`config.mk`:
```
export PLATFORM = sky130hd
export DESIGN_NAME = spi_target
export DESIGN_NICKNAME = d
export VERILOG_FILES = /design/src/rtl/spi_target_pkg.sv /design/src/rtl/spi_target_sync.sv /design/src/rtl/spi_target.sv
export SDC_FILE = /design/constraint.sdc
export NUM_CORES = 1
export LEC_CHECK = 0
export BUFFER_PORTS_ARGS = -buffer_cell sky130_fd_sc_hd__buf_2
export CELL_PAD_IN_SITES_DETAIL_PLACEMENT = 0
export CELL_PAD_IN_SITES_GLOBAL_PLACEMENT = 1
export CORE_ASPECT_RATIO = 1.25
export CORE_MARGIN = 1.5
export CORE_UTILIZATION = 30
export CTS_CLUSTER_SIZE = 10
export DETAILED_ROUTE_END_ITERATION = 8
export GPL_ROUTABILITY_DRIVEN = 0
export HOLD_SLACK_MARGIN = 0.05
export PLACE_DENSITY = 0.69
export SLEW_MARGIN = 40
export SYNTH_ARGS = -nofsm -noshare
export SYNTH_HDL_FRONTEND = slang
export SYNTH_SLANG_ARGS = --single-unit
```
`constraint.sdc`:
```
create_clock -name wb_clk_i -period 1.3 [get_ports wb_clk_i]
set_input_delay 0.065 -clock wb_clk_i [delete_from_list [all_inputs] [get_ports wb_clk_i]]
set_output_delay 0.065 -clock wb_clk_i [all_outputs]
set_load 0.01 [all_outputs]
```
`src/rtl/spi_target_pkg.sv`:
```
// rtl/spi_target_pkg.sv - shared types, widths and bit-order helpers for the SPI target
package spi_target_pkg;

    localparam int BYTE_W    = 8;
    localparam int BIT_CNT_W = 3;

    typedef enum logic {
        IDLE  = 1'b0,
        SHIFT = 1'b1
    } state_e;

    // Shift one received bit into the assembly register in wire order
    function automatic logic [BYTE_W-1:0] shift_in(input logic [BYTE_W-1:0] s,
                                                   input logic              b,
                                                   input logic              msb_first);
        return msb_first ? {s[BYTE_W-2:0], b} : {b, s[BYTE_W-1:1]};
    endfunction

    // Drop the bit just sent so the next one sits at the output end
    function automatic logic [BYTE_W-1:0] shift_out(input logic [BYTE_W-1:0] s,
                                                    input logic              msb_first);
        return msb_first ? {s[BYTE_W-2:0], 1'b0} : {1'b0, s[BYTE_W-1:1]};
    endfunction

    // Bit currently presented on the wire
    function automatic logic head_bit(input logic [BYTE_W-1:0] s,
                                      input logic              msb_first);
        return msb_first ? s[BYTE_W-1] : s[0];
    endfunction

endpackage

```
`src/rtl/spi_target_sync.sv`:
```
// rtl/spi_target_sync.sv - multi-bit flop-chain synchronizer for the asynchronous SPI pins
module spi_target_sync #(
    parameter int WIDTH  = 3,
    parameter int STAGES = 2
) (
    input  logic             clk_i,
    input  logic [WIDTH-1:0] d_i,
    output logic [WIDTH-1:0] q_o
);

    logic [WIDTH-1:0] stage_q [STAGES];

    // Unreset on purpose: a pin level held across reset must not appear as an edge afterwards
    always_ff @(posedge clk_i) begin
        stage_q[0] <= d_i;
        for (int i = 1; i < STAGES; i++) begin
            stage_q[i] <= stage_q[i-1];
        end
    end

    assign q_o = stage_q[STAGES-1];

endmodule

```
`src/rtl/spi_target.sv`:
```
// rtl/spi_target.sv - mode-0 byte-oriented SPI target with valid/ready rx and tx handshakes
module spi_target
    import spi_target_pkg::*;
#(
    parameter int                SYNC_STAGES = 2,
    parameter logic [BYTE_W-1:0] IDLE_BYTE   = 8'hFF,
    parameter bit                MSB_FIRST   = 1'b1
) (
    input  logic              wb_clk_i,
    input  logic              wb_rst_i,
    input  logic              sclk_i,
    input  logic              ssn_i,
    input  logic              mosi_i,
    output logic              miso_o,
    output logic              miso_oeb_o,
    input  logic [BYTE_W-1:0] tx_data,
    input  logic              tx_valid,
    output logic              tx_ready,
    output logic [BYTE_W-1:0] rx_data,
    output logic              rx_valid,
    input  logic              rx_ready,
    output logic              rx_overrun,
    output logic              busy
);

    logic [2:0] pins_s;
    logic       sclk_s, ssn_s, mosi_s;
    logic       sclk_prev_q, ssn_prev_q;
    logic       sclk_rise, sclk_fall, ssn_fall, ssn_rise;

    state_e                 state_q, state_d;
    logic [BIT_CNT_W-1:0]   bit_cnt_q, bit_cnt_d;
    logic [BYTE_W-1:0]      tx_shift_q, tx_shift_d;
    logic [BYTE_W-1:0]      rx_shift_q, rx_shift_d;
    logic [BYTE_W-1:0]      rx_data_q, rx_data_d;
    logic                   rx_valid_q, rx_valid_d;
    logic                   load_tx;
    logic                   tx_take, overrun;

    spi_target_sync #(
        .WIDTH  (3),
        .STAGES (SYNC_STAGES)
    ) u_sync (
        .clk_i (wb_clk_i),
        .d_i   ({sclk_i, ssn_i, mosi_i}),
        .q_o   (pins_s)
    );

    assign {sclk_s, ssn_s, mosi_s} = pins_s;

    // Previous synced sample, paired with the current one for edge detection
    always_ff @(posedge wb_clk_i) begin
        sclk_prev_q <= sclk_s;
        ssn_prev_q  <= ssn_s;
    end

    assign sclk_rise = sclk_s & ~sclk_prev_q;
    assign sclk_fall = ~sclk_s & sclk_prev_q;
    assign ssn_fall  = ~ssn_s & ssn_prev_q;
    assign ssn_rise  = ssn_s & ~ssn_prev_q;

    // State and datapath registers
    always_ff @(posedge wb_clk_i) begin
        if (wb_rst_i) begin
            state_q    <= IDLE;
            bit_cnt_q  <= '0;
            tx_shift_q <= '0;
            rx_shift_q <= '0;
            rx_data_q  <= '0;
            rx_valid_q <= 1'b0;
        end else begin
            state_q    <= state_d;
            bit_cnt_q  <= bit_cnt_d;
            tx_shift_q <= tx_shift_d;
            rx_shift_q <= rx_shift_d;
            rx_data_q  <= rx_data_d;
            rx_valid_q <= rx_valid_d;
        end
    end

    // Next-state: select loads a tx byte, rises sample mosi, falls advance or reload miso, deselect aborts
    always_comb begin
        state_d    = state_q;
        bit_cnt_d  = bit_cnt_q;
        tx_shift_d = tx_shift_q;
        rx_shift_d = rx_shift_q;
        rx_data_d  = rx_data_q;
        rx_valid_d = rx_valid_q & ~rx_ready;
        load_tx    = 1'b0;
        tx_take    = 1'b0;
        overrun    = 1'b0;
        unique case (state_q)
            IDLE: begin
                if (ssn_fall) begin
                    load_tx   = 1'b1;
                    bit_cnt_d = '0;
                    state_d   = SHIFT;
                end
            end
            SHIFT: begin
                // A byte completing in the same cycle as deselect still lands before the abort
                if (sclk_rise) begin
                    rx_shift_d = shift_in(rx_shift_q, mosi_s, MSB_FIRST);
                    bit_cnt_d  = bit_cnt_q + 1'b1;
                    if (bit_cnt_q == BIT_CNT_W'(BYTE_W - 1)) begin
                        if (!rx_valid_q || rx_ready) begin
                            rx_data_d  = rx_shift_d;
                            rx_valid_d = 1'b1;
                        end else begin
                            overrun = 1'b1;
                        end
                    end
                end
                if (ssn_rise) begin
                    state_d   = IDLE;
                    bit_cnt_d = '0;
                end else if (sclk_fall) begin
                    if (bit_cnt_q != '0) begin
                        tx_shift_d = shift_out(tx_shift_q, MSB_FIRST);
                    end else begin
                        load_tx = 1'b1;
                    end
                end
            end
            default: state_d = IDLE;
        endcase
        if (load_tx) begin
            if (tx_valid) begin
                tx_shift_d = tx_data;
                tx_take    = 1'b1;
            end else begin
                tx_shift_d = IDLE_BYTE;
            end
        end
    end

    assign tx_ready   = tx_take & ~wb_rst_i;
    assign rx_overrun = overrun & ~wb_rst_i;
    assign rx_data    = rx_data_q;
    assign rx_valid   = rx_valid_q;
    assign busy       = (state_q == SHIFT);
    assign miso_oeb_o = (state_q != SHIFT);
    assign miso_o     = (state_q == SHIFT) ? head_bit(tx_shift_q, MSB_FIRST) : 1'b0;

endmodule

```
### Word level (Yosys, flattened, before mapping)

Memories as Yosys holds them, arrays and structs flattened.
Index checks and enable logic that the tools add are counted.

| storage, ports and cells | value |
|---|---|
| output and inout bits | 14 |
| bits of input ports | 15 |
| RAM bits | 6 |
| bits in registers | 30 |
| memories | 1 |

Memory list:

| memory | words | width | read ports | clocked after Yosys merged registers in | write ports | line | RTL |
|---|---|---|---|---|---|---|---|
| u_sync.stage_q | 2 | 3 | 2 | 0 | 2 | spi_target_sync.sv:11 | `logic [WIDTH-1:0] stage_q [STAGES];` |

| operators by class | value |
|---|---|
| reduce and logical (&&, ||, !) cells | 10 |
| add/sub/neg operators | 1 |
| eq/ne operators | 4 |
| muxes and demuxes | 28 |
| bitwise gates (word level) | 14 |

Operators by type and width:

| operator | count |
|---|---|
| 8-bit 2-to-1 mux | 6 |
| 1-bit 2-to-1 mux | 16 |
| 3-bit 2-to-1 mux | 3 |
| 4-bit AND reduction | 2 |
| 1-bit bitwise AND | 7 |
| 1-bit NOT | 7 |
| 3-bit one-hot mux with 2 select lines | 1 |
| 2-bit nonzero test | 3 |
| 2-bit by 1-bit inequality test with 1-bit output, second input constant | 2 |
| 1-bit one-hot mux with 2 select lines | 2 |
| 2-bit AND reduction | 2 |
| 3-bit by 1-bit adder with 3-bit output, second input constant | 1 |
| 3-bit equality test, second input constant | 1 |
| 3-bit inequality test, second input constant | 1 |
| 3-bit nonzero test | 1 |
| 1-bit zero test | 1 |
| 1-bit logical OR | 1 |

### Longest topological paths before layout

Gate-level depths: netlist (run 1).

| logic depth | value |
|---|---|
| word-level depth | 7 |
| mapped depth | 6 |
| mapped depth without buffers | 5 |

### By module

Synthesis (run 1) repeated with hierarchy kept, for this count alone.

| second synthesis, totals | value |
|---|---|
| cells, all modules | 151 |
| area, all modules | 1451.4 um2 |

Modules (own cells, without submodules):

| module | cells each | times used | area each (um2) |
|---|---|---|---|
| spi_target | 142 | 1 | 1308.8 |
| spi_target_sync | 9 | 1 | 142.6 |

### Worst setup path before layout (run 1)

No wires, ideal clock.

| timing path | value |
|---|---|
| path kind | register -> register |
| from | register state_q, in the netlist busy |
| to | register rx_data_q[0], in the netlist rx_data[0] |
| library setup time | 0.128 ns |
| period minus slack after synthesis | 1.485 ns |
| required time | 1.172 ns |
| stages on the path, launching flop included | 7 |
| buffers on the path | 2 |
| arrival time | 1.357 ns |
| path slack | -0.185 ns |
| path through | dfxtp_1 buf_4 and3b_1 and3_1 buf_4 mux2i_1 nor2_1 |

| between the ends | value |
|---|---|
| word-level cells in the longest chain between the ends | 1 |

Ends and longest elaborated chain:

| element | line | RTL |
|---|---|---|
| start: declaration | spi_target.sv:31 | `state_e state_q, state_d;` |
| start signal: assignment | spi_target.sv:72 | `state_q <= state_d;` |
| 4-bit AND reduction (no source line) | n/a |  |
| end signal: assignment | spi_target.sv:76 | `rx_data_q <= rx_data_d;` |
| end: declaration | spi_target.sv:35 | `logic [BYTE_W-1:0] rx_data_q, rx_data_d;` |

No other way between the ends.
A chain may end at the register's enable or synchronous reset.

### Final worst setup path (run 1)

| timing path | value |
|---|---|
| from | register state_q, in the netlist busy |
| to | register tx_shift_q[5] |

| between the ends | value |
|---|---|
| word-level cells in the longest chain between the ends | 4 |
| elaborated cells between the ends (all ways) | 8 |
| those cells by class | eq/ne (1); mux (2); bitwise (1); reduce/logical (4) |

Ends and longest elaborated chain:

| element | line | RTL |
|---|---|---|
| 1-bit NOT | n/a |  |
| 1-bit one-hot mux with 2 select lines | spi_target.sv:92 | `unique case (state_q)` |
| 2-bit by 1-bit inequality test with 1-bit output (no source line) or 2-bit nonzero test (tied branches) | n/a |  |
| 4-bit AND reduction (no source line) | n/a |  |
| end signal: assignment | spi_target.sv:74 | `tx_shift_q <= tx_shift_d;` |
| end: declaration | spi_target.sv:33 | `logic [BYTE_W-1:0] tx_shift_q, tx_shift_d;` |

Parallel ways exist; a longest one is shown, timed or not.

==> results of run 1 <==
Yosys cell counts (all sizes together) (2+ instances only):
cell type / instances
a22oi: 2
clkbuf: 2
nand2: 24
inv: 3
nor3: 10
o21bai: 2
dfxtp: 36
nand2b: 2
o31ai: 7
mux2i: 8
ha: 3
nor2: 18
buf: 4
a21oi: 10
nor3b: 2
critical path, delay by kind of cell, from the launching register on:
kind / cells / cell delay (ns)
AOI/OAI and AO/OA: 2 / 0.32
and+or+nand+nor: 2 / 0.63
DFF: 1 / 0.36
power by group through the flow:
stage	sequential (mW)	combinational [mW]	clock (mW)
floorplan	1.17	0.0960	0
global placement	1.17	0.160	0
global route	1.15	0.238	0.908
detailed placement	1.18	0.162	0
finish	1.15	0.219	0.844
CTS	1.15	0.189	0.879
registers in the layout, summed over array words and instances (netlist names):
register and count:
rx_valid 1, rx_data 8, u_sync.stage_q 6, rx_shift_q 7
ssn_prev_q 1, bit_cnt_q 3, busy 1, sclk_prev_q 1
tx_shift_q 8
routing by layer:
metal | vias up | share of wire, % | wire [um]
met5 | - | 0 | 0
met1 | 549 | 41 | 1270
li1 | 603 | - | -
met3 | 4 | 5.3 | 164
met2 | 31 | 52 | 1580
met4 | 0 | 1.6 | 49
what timing repair did:
| action | CTS | global route |
|---|---|---|
| setup endpoints to repair | 18 | 21 |
| setup buffers | 3 | 2 |
| gates resized for setup | 19 | 19 |
| endpoints found under the hold margin | 3 | 0 |
| pin swaps | 6 | 15 |
| hold buffers | 3 | 0 |
final cells by class:
class / instances / area [um2] / share of cell area [%]
multi-input cells: 100 / 736 / 36.8
repair buffers: 49 / 337 / 16.9
clock buffers: 7 / 96.3 / 4.82
inverters: 4 / 15.0 / 0.752
flip-flops and latches: 36 / 741 / 37.1
well taps: 58 / 72.6 / 3.63
logic make-up after synthesis:
group,Yosys count
AOI/OAI and AO/OA,26
xor gates and xnor gates,1
adders and majority gates,3
buffers and inverters,10
DFF,36
muxes,8
and+or+nand+nor,62
layout by cell type, fill, tap and decap left out:
cell and count:
xnor2_1 1, mux2i_1 8, o21ai_0 1, nand2b_4 1
a41o_4 1, nor3_1 8, o31ai_1 2, o31ai_2 5
and3_4 1, nor3_2 2, ha_4 2, buf_6 5
dfxtp_4 4, nor2_4 1, and2_1 1, a21oi_1 10
nor3b_4 2, clkinv_1 1, buf_2 28, clkbuf_8 7
dfxtp_2 4, o21bai_1 2, nand2_1 24, nor2b_1 1
nor2_1 17, buf_4 12, dfxtp_1 28, nand3b_1 1
a41oi_4 1, dlygate4sd3_1 3, a31oi_2 1, buf_12 1
a22oi_2 2, or2_4 1, nand2b_1 1, ha_2 1
and3b_2 1, inv_1 3, a311oi_2 1
worst max path at each step:
stage	slack, ns	startpoint	end
after floorplan	-0.04	busy$_SDFF_PP0_	rx_data[0]$_SDFFE_PP0P_
after global placement	-0.08	sclk_prev_q$_DFF_P_	tx_shift_q[5]$_SDFFE_PP0P_
after detailed placement	-0.10	sclk_prev_q$_DFF_P_	tx_shift_q[4]$_SDFFE_PP0P_
after CTS	-0.10	u_sync.stage_q[0][5]$_DFF_P_	tx_ready
after global routing	-0.22	sclk_prev_q$_DFF_P_	tx_ready
final	-0.10	busy$_SDFF_PP0_	tx_shift_q[5]$_SDFFE_PP0P_
per-stage QoR:
step / power (mW) / instances
2_1_floorplan: 1.27 / 146
3_3_place_gp: 1.33 / 239
3_5_place_dp: 1.34 / 239
4_1_cts: 2.22 / 252
5_1_grt: 2.30 / 254
6_report: 2.21 / 254
==> impl_summary.txt, run 1 <==
----------------------------------------------------
[Placed design]
  Pre-CTS setup slack ... -0.103 ns
  HPWL Detailed ... 1.98 mm
  Port buffer count ... 28
  Area of placed instances ... 0.00167 mm2

[Timing]
  Share of the clock period used by the worst path after layout ... 108%
  Slew at the pin with the worst max-slew slack ... 0.342 ns
  Clock tree skew after final layout ... 0.00387 ns
  Remaining max-slew budget at the tightest pin ... 77.2%
  Pins Over Slew Limit ... 0
  Hold slack ... 0.0789 ns
  Count of endpoints failing hold in the final timing report ... 0
  Final count of negative-setup-slack endpoints ... 10
  Worst setup margin ... -0.103 ns
  Fmax ... 713 MHz
  Final-layout setup total negative slack ... -0.870 ns
  Post-route minimum period ... 1.40 ns
  Unrepaired setup endpoints after global routing ... true

[Detailed routing]
  DRC violation count after routing ... 0
  Routed wire length per instance ... 12.1 um
  Number of detailed-route iterations in the first pass ... 4
  Via density ... 4.67
  Post-DRT Antenna Nets ... 0
  Overall via count from detail_route ... 1187
  Total wire length ... 3.07 mm
  First-iteration detailed-routing DRC count ... 44

[Floorplan]
  Y dimension of the die ... 78.4 um
  Chip Width ... 63.3 um
  Area inside the core boundary ... 0.00439 mm2
  I/O Pins ... 29
  Floorplan die area ... 0.00497 mm2
  FP Rows ... 27
  Starting density of the core ... 31.1%

[Clocking]
  Buffer type at the clock tree root ... clkbuf_8
  Clock input transition at the sequential cells of the worst setup and hold paths ... 0.07 ns
  Max Buffers Root-to-Sink ... 2
  Clock buffers created by TritonCTS ... 5
  Clock tree from TritonCTS ... built
  CTS Sinks ... 36
  H-tree levels ... 2
  Clock latency of the later-clocked register in the worst-skew pair ... 0.28 ns

[GRT]
  Maximum number of pins on one net before global-route repair ... 14
  Met3 GRT Util ... 3.58%
  Most Used Layer, Global Route ... met2
  Wire length of the first global-routing pass ... 5.15 mm
  Overall routing resource usage ... 13.3%
  Global routing met2 resource utilization ... 22.3%
  Number of antenna violations at the first check in global routing ... 0
  Remaining Overflow, GRT ... 0
  Global-route met1 utilization ... 15.1%
  Vias in the first global route ... 1196

[Power and ir drop]
  Switching power ... 0.503 mW
  Share of total power in combinational logic ... 9.9%
  Power density normalized to cell area ... 1110 mW/mm2
  Sequential cell fraction of total power ... 51.9%
  Net Sw Frac ... 22.7%
  Static Leak ... 0.771 nW
  Proportion of power drawn by the clock network ... 38.2%
  Worst vdd ir ... 0.693 mV
  Power Internal ... 1.71 mW

[Run status]
  Violations in the final reports ... negative setup slack
  Result of the run ... finished, violations left

[Final layout]
  Utilization after layout ... 45.5%
  Filler Cells Inserted ... 456
  Number of inserted diodes ... 0
  Final Instance Area ... 0.00200 mm2
  Fin nets ... 214
  Layout cells sized above 1 ... 42.9%
  Area growth from synthesis to layout ... 46.3%

[Synth]
  Post-Synth Adder-Cell Area ... 2.75%
  Post-synth top area cell ... dfxtp_1
  Largest family of logic cells by synthesized area ... simple AND/OR/NAND/NOR gates
  Number of distinct library cells after synthesis ... 31
  Portion of synthesized cell area occupied by the leading cell type ... 52.8%
  Simple-gate area share of the yosys netlist ... 21.3%
  Multiplexer area fraction after synthesis ... 5.87%
  Syn Inst Count ... 146
  Netlist Area Pre-Place ... 0.00137 mm2
  Syn Nets ... 164
  Synthesis-stage register bit count ... 36
  EDFF count, synth ... 0
  Post-synthesis xor/xnor area fraction ... 0.642%
  Top cells by area, synth ... dfxtp_1 53%, nand2_1 6.6%, mux2i_1 5.9%
  Synth Area in Compound Gates ... 13.2%
  Mapped Avg Cell Area ... 9.35 um2
  Main synth FF type ... dfxtp_1
  Share of flip-flops with an asynchronous set or reset after synthesis ... 0%
  Share of the yosys chip area belonging to registers ... 52.8%
  Total of warnings raised by yosys ... 0

[Setup path]
  WS Path Type ... reg2reg
  Endpoint of the worst-slack reg-to-reg timing path ... tx_shift_q[5]$_SDFFE_PP0P_
  Startpoint of the lowest-slack register-to-register path ... busy$_SDFF_PP0_
  Crit path launch type ... flop
  Cell Chain, Critical Path ... nor3b_4 -> a31oi_2 -> or2_4 -> o31ai_2
  Crit-path max cell delay ... 0.36 ns
  Largest driver fanout on the critical path ... 7
  Required time worst endpoint ... 1.50 ns
  R2r worst-path depth ... 4
  CP endpoint kind ... flop
  Arrival time reported for the critical path endpoint ... 1.60 ns
  Register-to-Register Setup Slack ... -0.10 ns
  Max stage delay cell, worst path ... dfxtp_4

[Worst hold path]
  Cell depth of the worst min-delay path ... 3
  Hold Startpoint ... tx_data[0]
  Min-Delay Path Class ... in2reg
  Hold Crit Endpoint ... tx_shift_q[0]$_SDFFE_PP0P_

[Run]
  Max cap viols ... 0

----------------------------------------------------
(Power assumes the default switching activity.)
==> run 2: changes to the inputs <==
--- a/config.mk
+++ b/config.mk
@@ -16,7 +16,8 @@
 export GPL_ROUTABILITY_DRIVEN = 0
 export HOLD_SLACK_MARGIN = 0.05
 export PLACE_DENSITY = 0.69
-export SLEW_MARGIN = 40
+export SLEW_MARGIN = 20
 export SYNTH_ARGS = -nofsm -noshare
 export SYNTH_HDL_FRONTEND = slang
+export SYNTH_HIERARCHICAL = 1
 export SYNTH_SLANG_ARGS = --single-unit
==> run 2 against run 1 <==
The run still ends with negative setup slack left. Hold slack gained 0.017 ns. Design area grew 0.81%. Synthesized area grew 6.3%. Synthesized cell count grew 3.4%. Clock power shrank 1%. Power is essentially flat. Cell count grew 2.4%. Count of clock-buffer cells in the layout is the same. Largest cell class is now multi-input combinational cells. Die area grew 6.0%.
==> impl_summary.txt, run 2 <==
----------------------------------------------------
[Detailed routing]
  Routed wire length per instance ... 12.2 um
  Number of detailed-route iterations in the first pass ... 4
  Post-DRT Antenna Nets ... 0
  Via density ... 4.63
  Total wire length ... 3.17 mm
  First-iteration detailed-routing DRC count ... 44
  DRC violation count after routing ... 0
  Overall via count from detail_route ... 1204

[Setup path]
  Largest driver fanout on the critical path ... 8
  Startpoint of the lowest-slack register-to-register path ... bit_cnt_q[0]$_SDFFE_PP0P_
  Instance count on the critical path ... 7
  Crit-path max cell delay ... 0.33 ns
  Arrival time reported for the critical path endpoint ... 1.70 ns
  Crit path launch type ... flop
  CP endpoint kind ... flop
  CP delay by family, top ... compound AO/OA/AOI/OAI gates
  WS Path Type ... reg2reg
  Buf/Inv on CP ... 2
  Required time worst endpoint ... 1.50 ns
  Max stage delay cell, worst path ... dfxtp_2
  R2r worst-path depth ... 7
  Critical Path Source ... bit_cnt_q[0]$_SDFFE_PP0P_
  Cell Chain, Critical Path ... inv_2 -> ha_4 -> and4bb_2 -> buf_4 -> a31o_4 -> nor2_2 -> o31ai_2

[Placed design]
  Port buffer count ... 28
  Area of placed instances ... 0.00173 mm2
  Pre-CTS setup slack ... -0.242 ns
  HPWL Detailed ... 2.17 mm
  # placed instances ... 244

[Final layout]
  Most used cells in the layout excluding fill and tap cells ... 31 x dfxtp_1, 28 x buf_2, 22 x nand2_1, 15 x buf_4, 12 x nor2_1
  Fin nets ... 218
  Filler-free cell count of the finished design ... 260
  Number of inserted diodes ... 0
  Filler Cells Inserted ... 481
  Final Instance Area ... 0.00201 mm2
  Area growth from synthesis to layout ... 38.7%
  Sequential cell area in the final layout ... 729 um2
  Most common cell after layout, fill and taps aside ... dfxtp_1
  Layout cells sized above 1 ... 45.0%
  Multi-input logic area ... 751 um2

[Run status]
  Result of the run ... finished, violations left
  Violations in the final reports ... negative setup slack

[Timing]
  Fmax ... 668 MHz
  Unrepaired setup endpoints after global routing ... true
  Clock tree skew after final layout ... 0.00316 ns
  Final count of negative-setup-slack endpoints ... 18
  Count of endpoints failing hold in the final timing report ... 0
  Remaining max-slew budget at the tightest pin ... 81.9%
  Slew at the pin with the worst max-slew slack ... 0.269 ns
  Post-route minimum period ... 1.50 ns
  Hold slack ... 0.0963 ns
  Worst setup margin ... -0.198 ns
  Share of the clock period used by the worst path after layout ... 115%
  Pins Over Slew Limit ... 0

[Clocking]
  Clock buffers created by TritonCTS ... 5
  CTS Sinks ... 36
  Buffer type at the clock tree root ... clkbuf_8
  Clock latency of the later-clocked register in the worst-skew pair ... 0.28 ns
  H-tree levels ... 2
  Clock input transition at the sequential cells of the worst setup and hold paths ... 0.07 ns
  Clock tree from TritonCTS ... built
  Max Buffers Root-to-Sink ... 2

[Synth]
  EDFF count, synth ... 0
  Syn Nets ... 169
  Portion of synthesized cell area occupied by the leading cell type ... 49.7%
  Netlist Area Pre-Place ... 0.00145 mm2
  Synthesis-stage register bit count ... 36
  Top cells by area, synth ... dfxtp_1 50%, o31ai_2 6.0%, nand2_1 5.9%
  Post-synth top area cell ... dfxtp_1
  Number of distinct library cells after synthesis ... 30
  Total of warnings raised by yosys ... 6
  Main synth FF type ... dfxtp_1
  Mapped Avg Cell Area ... 9.61 um2
  Top cell types by occurrence after synthesis ... 36 x dfxtp_1, 23 x nand2_1, 20 x nor2_1
  Syn Inst Count ... 151
  Count leader, synth ... dfxtp_1
  Share of flip-flops with an asynchronous set or reset after synthesis ... 0%
  Share of the yosys chip area belonging to registers ... 49.7%

[Power and ir drop]
  Worst vdd ir ... 0.545 mV
  Proportion of power drawn by the clock network ... 37.7%
  Power Internal ... 1.72 mW
  Sequential cell fraction of total power ... 52.1%
  Share of total power in combinational logic ... 10.2%
  Static Leak ... 0.796 nW
  Net Sw Frac ... 22.4%
  Power density normalized to cell area ... 1100 mW/mm2
  Total Power Consumption ... 2.21 mW
  Switching power ... 0.495 mW

[Floorplan]
  Starting density of the core ... 30.9%
  Area inside the core boundary ... 0.00469 mm2
  Chip Width ... 65.2 um
  FP Rows ... 28
  Floorplan die area ... 0.00527 mm2
  I/O Pins ... 29
  Y dimension of the die ... 80.8 um

[GRT]
  Remaining Overflow, GRT ... 0
  Overall routing resource usage ... 13.0%
  Maximum number of pins on one net before global-route repair ... 20
  Number of antenna violations at the first check in global routing ... 0
  Vias in the first global route ... 1148
  Wire length of the first global-routing pass ... 5.20 mm

[Run]
  Max cap viols ... 0

[Worst hold path]
  Cell depth of the worst min-delay path ... 3
  Min-Delay Path Class ... in2reg
  Hold Startpoint ... tx_data[0]

----------------------------------------------------
-- run 2: final timing paths --
kind                                                endpoint  slack (ns)
worst min register to register  u_sync/stage_q[0][5]$_DFF_P_        0.33
worst max register to register    tx_shift_q[3]$_SDFFE_PP0P_       -0.20
worst min-delay path              tx_shift_q[0]$_SDFFE_PP0P_         0.1
worst max-delay path              tx_shift_q[3]$_SDFFE_PP0P_       -0.20
-- run 2: cells by family after synthesis --
group	after synthesis	synth area share [%]
adder cells (fa/ha/maj)	3	2.59
flip-flops	36	49.7
AND/OR/NAND/NOR	65	21.4
multiplexers	8	5.52
buffers and inverters	13	5.78
AO/OA/AOI/OAI	26	15.1
-- run 2: metal layers --
metal	part of all wire (%)	wire length (um)	GRT usage (%)
met5	0	0	0
met4	0.79	25	4.38
met3	4.9	154	4.16
met2	51	1620	22.7
met1	43	1370	14.9
-- run 2: layout make-up --
type / count / area share (%)
multi-input combinational: 102 / 37.3
sequential: 36 / 36.2
timing repair buffer: 51 / 17.2
clock buffer: 7 / 4.79
tap: 60 / 3.73
inverter: 4 / 0.746
-- run 2: stage by stage --
step                      TNS, ns  util [%]
after global placement      -2.76      36.8
after CTS                   -2.73      42.2
after floorplan            -0.764         -
after global routing        -3.41      42.9
final                       -2.26      42.9
after detailed placement    -3.41      36.8
-- run 2: what timing repair did --
action / in CTS / in global routing
resized for setup: 27 / 6
hold buffers: 4 / 0
endpoints found under the setup margin: 18 / 21
pin swaps: 9 / 8
endpoints found under the hold margin: 4 / 0
setup buffers: 5 / 0
-- run 2: worst register-to-register path, stage by stage, from the launching register on --
cell	delay, ns
dfxtp_2	0.33
inv_2	0.06
ha_4	0.12
and4bb_2	0.27
buf_4	0.13
a31o_4	0.24
nor2_2	0.06
o31ai_2	0.22
-- run 2: power groups by stage --
stage | sequential (mW) | combinational [mW] | clock [mW]
global route | 1.16 | 0.247 | 0.913
floorplan | 1.17 | 0.122 | 0
finish | 1.15 | 0.226 | 0.833
global placement | 1.17 | 0.184 | 0
CTS | 1.15 | 0.225 | 0.868
detailed placement | 1.17 | 0.189 | 0
